**config.mk**
```make
export PLATFORM = sky130hd
export DESIGN_NAME = controller_pipe_flat
export DESIGN_NICKNAME = d
export VERILOG_FILES = /design/src/rtl/controller_pkg.sv /design/src/rtl/controller_pipe_if.sv /design/src/rtl/controller_pipe_decoder.sv /design/src/rtl/controller_pipe.sv /design/src/flat_wrapper.sv
export SDC_FILE = /design/constraint.sdc
export NUM_CORES = 1
export LEC_CHECK = 0
export ABC_AREA = 1
export BUFFER_PORTS_ARGS = -buffer_cell sky130_fd_sc_hd__buf_2
export CAP_MARGIN = 20
export CORE_MARGIN = 2
export CORE_UTILIZATION = 48
export DETAILED_ROUTE_END_ITERATION = 8
export PLACE_DENSITY = 0.87
export SYNTH_ARGS = -nofsm -noshare
export SYNTH_HDL_FRONTEND = slang
export SYNTH_SLANG_ARGS = --single-unit
```
**constraint.sdc**
```tcl
create_clock -name clk -period 1.7 [get_ports clk]
set_clock_uncertainty 0.1 [all_clocks]
set_input_delay 0.085 -clock clk [delete_from_list [all_inputs] [get_ports clk]]
set_output_delay 0.085 -clock clk [all_outputs]
set_load 0.05 [all_outputs]
```
**src/rtl/controller_pkg.sv**
```systemverilog
// controller_pkg: shared field layout, widths and state encoding for the
// registered instruction decoder (controller_pipe) and its interface.
package controller_pkg;

  // Field widths of the program word.
  localparam int ALUOP_W = 5;
  localparam int ADEV_W  = 3;
  localparam int BDEV_W  = 4;
  localparam int TDEV_W  = 5;
  localparam int COND_W  = 4;
  localparam int FLAG_W  = 10;

  // Number of one-hot selects per bus.
  localparam int ADEV_N = 2 ** ADEV_W;
  localparam int BDEV_N = 2 ** BDEV_W;
  localparam int TDEV_N = 2 ** TDEV_W;

  // Condition selector 0 means "always"; flag input bit 0 is never consulted.
  localparam int COND_ALWAYS = 0;

  // Wait-state counter covers 0..15 extra EXEC cycles.
  localparam int WAIT_W = 4;

  // Fixed part of the word is immed[8] + address[16] + amode + set_flags + invert.
  function automatic int instr_width(input int cond_w, input int bdev_w,
                                     input int adev_w, input int tdev_w,
                                     input int aluop_w);
    return 27 + cond_w + bdev_w + adev_w + tdev_w + aluop_w;
  endfunction

  localparam int INSTR_W = instr_width(COND_W, BDEV_W, ADEV_W, TDEV_W, ALUOP_W);

  // Bit offsets of each field, LSB first.
  localparam int IMMED_LSB  = 0;
  localparam int ADDR_LSB   = 8;
  localparam int AMODE_BIT  = 24;
  localparam int SETF_BIT   = 25;
  localparam int INVERT_BIT = 26;
  localparam int COND_LSB   = 27;
  localparam int BDEV_LSB   = COND_LSB + COND_W;
  localparam int ADEV_LSB   = BDEV_LSB + BDEV_W;
  localparam int TDEV_LSB   = ADEV_LSB + ADEV_W;
  localparam int ALUOP_LSB  = TDEV_LSB + TDEV_W;

  typedef enum logic {
    FETCH = 1'b0,
    EXEC  = 1'b1
  } state_e;

  // Program word, declared MSB first so it overlays the raw word directly.
  typedef struct packed {
    logic [ALUOP_W-1:0] alu_op;
    logic [TDEV_W-1:0]  targ_dev;
    logic [ADEV_W-1:0]  abus_dev;
    logic [BDEV_W-1:0]  bbus_dev;
    logic [COND_W-1:0]  cond;
    logic               invert;
    logic               set_flags;
    logic               amode;
    logic [15:0]        address;
    logic [7:0]         immed;
  } instr_t;

endpackage

```
**src/rtl/controller_pipe_if.sv**
```systemverilog
// controller_pipe_if: program-word / flag inputs and decoded control outputs
// of controller_pipe. master = the controller, slave = ROM/PC/datapath side.
interface controller_pipe_if;
  import controller_pkg::*;

  // Inputs to the controller
  logic [INSTR_W-1:0] instr;
  logic [FLAG_W-1:0]  _flags;
  logic               _hold;

  // Decoded outputs
  logic [7:0]         immed8;
  logic [15:0]        direct_address;
  logic               _addrmode_register;
  logic               _addrmode_direct;
  logic [ALUOP_W-1:0] alu_op;
  logic [ADEV_N-1:0]  _adev_sel;
  logic [BDEV_N-1:0]  _bdev_sel;
  logic [TDEV_N-1:0]  _tdev_sel;
  logic               _set_flags;
  logic               pc_inc;
  logic               exec;

  modport master (
    input  instr, _flags, _hold,
    output immed8, direct_address, _addrmode_register, _addrmode_direct,
           alu_op, _adev_sel, _bdev_sel, _tdev_sel, _set_flags, pc_inc, exec
  );

  modport slave (
    output instr, _flags, _hold,
    input  immed8, direct_address, _addrmode_register, _addrmode_direct,
           alu_op, _adev_sel, _bdev_sel, _tdev_sel, _set_flags, pc_inc, exec
  );

endinterface

```
**src/rtl/controller_pipe_decoder.sv**
```systemverilog
// onehot_decoder_n: W-bit index to 2**W active-low one-hot selects, gated by
// an active-low enable. All outputs high while disabled.
module onehot_decoder_n #(
  parameter int W = 3
) (
  input  logic            en_n,
  input  logic [W-1:0]    idx,
  output logic [2**W-1:0] sel_n
);

  // Drive exactly one select low when enabled.
  // NOTE: the all-ones default before the conditional write keeps this purely
  // combinational; without it the untouched bits would infer latches.
  always_comb begin
    sel_n = '1;
    if (!en_n) sel_n[idx] = 1'b0;
  end

endmodule

```
**src/rtl/controller_pipe.sv**
```systemverilog
// controller_pipe: registered instruction decoder. Latches the program word
// and flags at FETCH, then decodes them through an EXEC phase lasting
// 1+WAIT_STATES cycles (plus hold cycles). All outputs derive from registered
// state; only _hold reaches the last-cycle strobes combinationally.
// Optional feature macro: CONTROLLER_PIPE_HOLD_EN (enables _hold extension of
// EXEC; when undefined _hold is ignored).
module controller_pipe
  import controller_pkg::*;
#(
  parameter int WAIT_STATES = 0
) (
  input logic               clk,
  input logic               _mr,
  controller_pipe_if.master bus
);

  state_e                 state;
  instr_t                 ir;
  logic [FLAG_W-1:0]      freg;
  logic [WAIT_W-1:0]      wait_cnt;
  logic                   exec_q;

  logic                   in_exec;
  logic                   hold_active;
  logic                   last_cycle;
  logic [2**COND_W-1:0]   flags_ext;
  logic                   cond_met;
  logic                   do_exec;

`ifdef CONTROLLER_PIPE_HOLD_EN
  // A slow target stretches the final EXEC cycle while _hold is low.
  assign hold_active = ~bus._hold;
`else
  assign hold_active = 1'b0;
`endif

  // Sequencer: FETCH captures word/flags/wait count, EXEC counts down and
  // returns to FETCH on its last cycle. Async reset aborts any instruction.
  // NOTE: all state here uses non-blocking assignments so every register
  // samples pre-edge values; blocking ones would make ordering matter.
  always_ff @(posedge clk or negedge _mr) begin
    if (!_mr) begin
      state    <= FETCH;
      ir       <= '0;
      freg     <= '1;
      wait_cnt <= '0;
      exec_q   <= 1'b0;
    end else begin
      unique case (state)
        FETCH: begin
          ir       <= instr_t'(bus.instr);
          freg     <= bus._flags;
          wait_cnt <= WAIT_W'(WAIT_STATES);
          state    <= EXEC;
          exec_q   <= 1'b1;
        end
        EXEC: begin
          if (wait_cnt != '0) begin
            wait_cnt <= wait_cnt - WAIT_W'(1);
          end else if (!hold_active) begin
            state  <= FETCH;
            exec_q <= 1'b0;
          end
        end
        default: begin
          state  <= FETCH;
          exec_q <= 1'b0;
        end
      endcase
    end
  end

  assign in_exec    = (state == EXEC);
  assign last_cycle = in_exec && (wait_cnt == '0) && !hold_active;

  // Condition lookup on the flags captured at FETCH: selectors beyond the
  // implemented flags read as inactive (never met); selector 0 always meets.
  always_comb begin
    flags_ext                 = '1;
    flags_ext[FLAG_W-1:0]     = freg;
    flags_ext[COND_ALWAYS]    = 1'b0;
  end

  assign cond_met = ~flags_ext[ir.cond];
  assign do_exec  = cond_met ^ ir.invert;

  // Source buses are selected for the whole EXEC phase.
  onehot_decoder_n #(.W(ADEV_W)) u_adev_dec (
    .en_n  (~in_exec),
    .idx   (ir.abus_dev),
    .sel_n (bus._adev_sel)
  );

  onehot_decoder_n #(.W(BDEV_W)) u_bdev_dec (
    .en_n  (~in_exec),
    .idx   (ir.bbus_dev),
    .sel_n (bus._bdev_sel)
  );

  // Target write happens only in the last EXEC cycle of an executing instruction.
  onehot_decoder_n #(.W(TDEV_W)) u_tdev_dec (
    .en_n  (~(last_cycle & do_exec)),
    .idx   (ir.targ_dev),
    .sel_n (bus._tdev_sel)
  );

  assign bus._set_flags         = ~(last_cycle & do_exec & ir.set_flags);
  assign bus.pc_inc             = last_cycle;
  assign bus.exec               = exec_q;
  assign bus._addrmode_register = ~(in_exec & ~ir.amode);
  assign bus._addrmode_direct   = ~(in_exec & ir.amode);
  assign bus.alu_op             = ir.alu_op;
  assign bus.immed8             = ir.immed;
  assign bus.direct_address     = ir.address;

endmodule

```
**src/flat_wrapper.sv**
```systemverilog
// flat-port wrapper written by rule: the top's interface ports become plain ports
module controller_pipe_flat import controller_pkg::*;
#(
  parameter int WAIT_STATES = 0
)
  (clk, _mr, bus_instr, bus__flags, bus__hold, bus_immed8, bus_direct_address, bus__addrmode_register, bus__addrmode_direct, bus_alu_op, bus__adev_sel, bus__bdev_sel, bus__tdev_sel, bus__set_flags, bus_pc_inc, bus_exec);
  controller_pipe_if bus_i ();
  input logic clk;
  input logic _mr;
  input wire logic [$bits(bus_i.instr)-1:0] bus_instr;
  input wire logic [$bits(bus_i._flags)-1:0] bus__flags;
  input wire logic [$bits(bus_i._hold)-1:0] bus__hold;
  output wire logic [$bits(bus_i.immed8)-1:0] bus_immed8;
  output wire logic [$bits(bus_i.direct_address)-1:0] bus_direct_address;
  output wire logic [$bits(bus_i._addrmode_register)-1:0] bus__addrmode_register;
  output wire logic [$bits(bus_i._addrmode_direct)-1:0] bus__addrmode_direct;
  output wire logic [$bits(bus_i.alu_op)-1:0] bus_alu_op;
  output wire logic [$bits(bus_i._adev_sel)-1:0] bus__adev_sel;
  output wire logic [$bits(bus_i._bdev_sel)-1:0] bus__bdev_sel;
  output wire logic [$bits(bus_i._tdev_sel)-1:0] bus__tdev_sel;
  output wire logic [$bits(bus_i._set_flags)-1:0] bus__set_flags;
  output wire logic [$bits(bus_i.pc_inc)-1:0] bus_pc_inc;
  output wire logic [$bits(bus_i.exec)-1:0] bus_exec;
  assign bus_i.instr = bus_instr;
  assign bus_i._flags = bus__flags;
  assign bus_i._hold = bus__hold;
  assign bus_immed8 = bus_i.immed8;
  assign bus_direct_address = bus_i.direct_address;
  assign bus__addrmode_register = bus_i._addrmode_register;
  assign bus__addrmode_direct = bus_i._addrmode_direct;
  assign bus_alu_op = bus_i.alu_op;
  assign bus__adev_sel = bus_i._adev_sel;
  assign bus__bdev_sel = bus_i._bdev_sel;
  assign bus__tdev_sel = bus_i._tdev_sel;
  assign bus__set_flags = bus_i._set_flags;
  assign bus_pc_inc = bus_i.pc_inc;
  assign bus_exec = bus_i.exec;
  controller_pipe #(.WAIT_STATES(WAIT_STATES)) u_core (.clk(clk), ._mr(_mr), .bus(bus_i));
endmodule
```
==> impl_metrics.py <==
metrics = {
    "detailed_routing": {
        "post_drt_wl_per_cell_um": 14.9,
        "dr.pass1.iters": 5,
        "wl_um": 10900,
        "vias_per_cell": 5.16,
        "ant_nets": 0,
        "drt_iter0_drc": 279,
        "vias": 3760,
        "drc": 0,
    },
    "timing": {
        "worst_pin_slew_ns": 0.384,
        "fin_crit_sh_pct": 128,
        "hold_viol_final": 0,
        "fmax_mhz": 458,
        "rsz0062_at_grt": "yes",
        "min_period_ns": 2.18,
        "slew_headroom_pct": 74.4,
        "setup_ws_ns": -0.482,
        "finalSetupViolations": 34,
        "report.final.slew_viol_count": 0,
    },
    "yosys": {
        "synthesis.area_sq_mm": 0.00339,
        "synth_ff_type": "dfrtp_1",
        "seq_area_frac_synth_pct": 46.8,
        "yosys.area.top_type_share_pct": 39.9,
        "synth.cells.most_frequent": "182 x nand2_1, 54 x dfrtp_1, 48 x nor2_1, 29 x buf_4, 29 x nand4_1",
        "yosysTopAreaCell": "dfrtp_1",
        "syn_inst": 446,
        "synth_area_leaders": "dfrtp_1 40%, nand2_1 20%, dfstp_2 7.0%, buf_4 6.4%, nand4_1 5.4%",
        "ys_seq_elements": 63,
        "avgSynthCellArea_sq_um": 7.60,
        "async_flop_share_pct": 100,
        "yosysMostFrequentCell": "nand2_1",
        "synth_edf_count": 0,
        "synth_fp_nets": 508,
        "synth_cell_types": 27,
        "ys.warnings.count": 0,
    },
    "critical_path": {
        "cp.required_ns": 1.51,
        "crit_type": "flop to primary output",
        "worstRegToRegCells": 8,
        "cp_max_fo": 8,
        "worst_setup_path_start_kind": "flop",
        "worstReg2RegStart": "u_core.wait_cnt[0]$_DFFE_PN0N_",
        "r2r_end": "u_core.wait_cnt[1]$_DFFE_PN0N_",
        "end_kind": "primary output",
        "rrSetupSlack_ns": 0.16,
        "arrival_ns": 2.00,
    },
    "grt": {
        "grt_pass1_vias": 3533,
        "grt_pass1_wl_um": 16400,
        "antenna_found_initial": 0,
        "grt_overflow_total": 0,
        "grt_usage_pct": 27.0,
        "grt_max_degree": 64,
    },
    "run": {
        "drv_cap": 0,
    },
    "pwr": {
        "clockPowerShare_pct": 34.0,
        "switching_share_pct": 30.3,
        "switchingPower_mw": 1.12,
        "internal_power_mw": 2.58,
        "p_per_area_mw_per_mm2": 708,
        "comb_power_share_pct": 21.9,
        "seq_power_share_pct": 44.2,
        "peakVddDrop_mv": 0.465,
        "leakagePower_nw": 2.55,
    },
    "placed_design": {
        "gp_congestion": 0.953,
        "place.port_buffers": 148,
        "preCtsSetupSlack_ns": -0.134,
        "place_hpwl_um": 5950,
    },
    "cells_and_area": {
        "nets": 689,
        "final_core_util_pct": 76.5,
        "multiInputGateArea_sq_mm": 0.00149,
        "diodes": 0,
        "layout-drive-gt1-share_pct": 33.5,
        "regArea_sq_mm": 0.00159,
        "areaGrowthSynthToFinish_pct": 54.1,
        "fillers": 428,
    },
    "cts": {
        "cts.clk_slew.worst_paths_ns": 0.07,
        "cts_buffer_depth": 2,
        "cts_tree": "done",
        "cts.sink_count": 63,
        "cts-htree-levels": 3,
        "root_buffer": "clkbuf_8",
        "cts_made_buffers": 9,
        "clock_latency_ns": 0.33,
    },
    "die": {
        "num_rows": 30,
        "ios": 151,
        "core_area_sq_mm": 0.00683,
        "die_y_um": 88.1,
        "die-area_sq_mm": 0.00775,
        "die_width_um": 88.1,
        "start_util_pct": 49.6,
    },
    "worst_hold_path": {
        "hp-class": "primary input to async pin",
    },
    "run_status": {
        "violations": "setup timing",
        "status": "complete, but fails checks",
    },
}
## layout by cell type, fill, tap and decap left out, types with 5 or more instances in the layout
cell	synthesis	layout
nand3_1	17	17
dlygate4sd3_1	0	58
nor2_1	48	42
nand2_1	182	179
buf_2	3	112
inv_1	22	19
dfstp_2	9	9
buf_6	6	34
nand4_1	29	29
clkbuf_8	0	10
buf_4	29	8
nor2_4	0	5
dfrtp_1	54	53
o21ai_0	15	15
## layout make-up
cell class | instances | area share [%]
tap | 96 | 2.30
clock inverter | 4 | 0.862
clock buffer | 12 | 2.78
inverter | 23 | 1.70
sequential | 63 | 30.4
timing repair buffer | 220 | 33.5
multi-input combinational | 310 | 28.5
## critical path, cell delays in order, from the launching register on
cell	delay (ns)
dfstp_2	0.53
nand2_1	0.05
nor2_1	0.11
nor2_1	0.07
nand2_1	0.11
nand3_4	0.11
nand3_4	0.15
clkbuf_16	0.18
nand4_1	0.15
buf_6	0.20
## cells by family after synthesis
| family | Yosys count | synth area share [%] |
|---|---|---|
| xor+xnor | 2 | 0.517 |
| buf+inv | 74 | 12.8 |
| flops | 63 | 46.8 |
| simple gates | 288 | 36.6 |
| fa+ha+maj | 1 | 0.369 |
| compound gates | 18 | 2.80 |
## per-stage QoR
stage               hold slack [ns]  area (sq um)  power [mW]  setup TNS, ns  std cells
floorplan                    -0.311          3430        2.12          -1.32        446
global placement             0.0187          4030        2.25          -2.30        648
detailed placement           0.0184          4030        2.27          -3.51        648
CTS                           0.185          5080        3.66         -11.32        724
global route                  0.209          5230        3.84         -15.90        728
finish                        0.187          5230        3.70         -13.46        728
## registers in the layout, indices dropped and copies added (netlist names)
| signal | flops |
|---|---|
| u_core.ir | 19 |
| u_core.bus.direct_address | 16 |
| u_core.freg | 9 |
| u_core.bus.immed8 | 8 |
| u_core.bus.alu_op | 5 |
| u_core.wait_cnt | 4 |
| u_core.bus.exec | 1 |
| u_core.in_exec | 1 |
## worst max path at each step
| stage | startpoint | to | slack [ns] | cells past startpoint |
|---|---|---|---|---|
| floorplan | u_core.ir[27]$_DFFE_PN0N_ | bus__tdev_sel[0] | -0.05 | 8 |
| global placement | u_core.ir[27]$_DFFE_PN0N_ | bus__tdev_sel[12] | -0.08 | 10 |
| detailed placement | u_core.ir[27]$_DFFE_PN0N_ | bus__tdev_sel[16] | -0.13 | 10 |
| CTS | u_core.ir[27]$_DFFE_PN0N_ | bus__tdev_sel[2] | -0.36 | 10 |
| global route | u_core.freg[1]$_DFFE_PN1N_ | bus__tdev_sel[26] | -0.56 | 9 |
| finish | u_core.freg[1]$_DFFE_PN1N_ | bus__tdev_sel[26] | -0.48 | 9 |
## power by group through the flow
| stage | clock network (mW) | logic, mW | registers, mW |
|---|---|---|---|
| 2_1_floorplan | 0 | 0.484 | 1.64 |
| 3_3_place_gp | 0 | 0.604 | 1.65 |
| 3_5_place_dp | 0 | 0.616 | 1.65 |
| 4_1_cts | 1.28 | 0.753 | 1.63 |
| 5_1_grt | 1.34 | 0.854 | 1.64 |
| 6_report | 1.26 | 0.809 | 1.64 |
## layer usage
layer,share of wire (%),vias up,global-route usage (%)
met2,52,217,47.3
met5,0,-,0
met3,7.1,35,4.34
met1,38,1760,33.7
met4,2.3,0,9.78
li1,-,1748,-
## repair_timing
item,4_1_cts,5_1_grt
setup buffers,1,1
pin swaps,5,12
hold buffers,58,0
setup endpoints to repair,34,51
resized for setup,77,21
gates cloned,1,3
hold endpoints to repair,120,0
No activity file was read; power rests on OpenSTA's default activity.
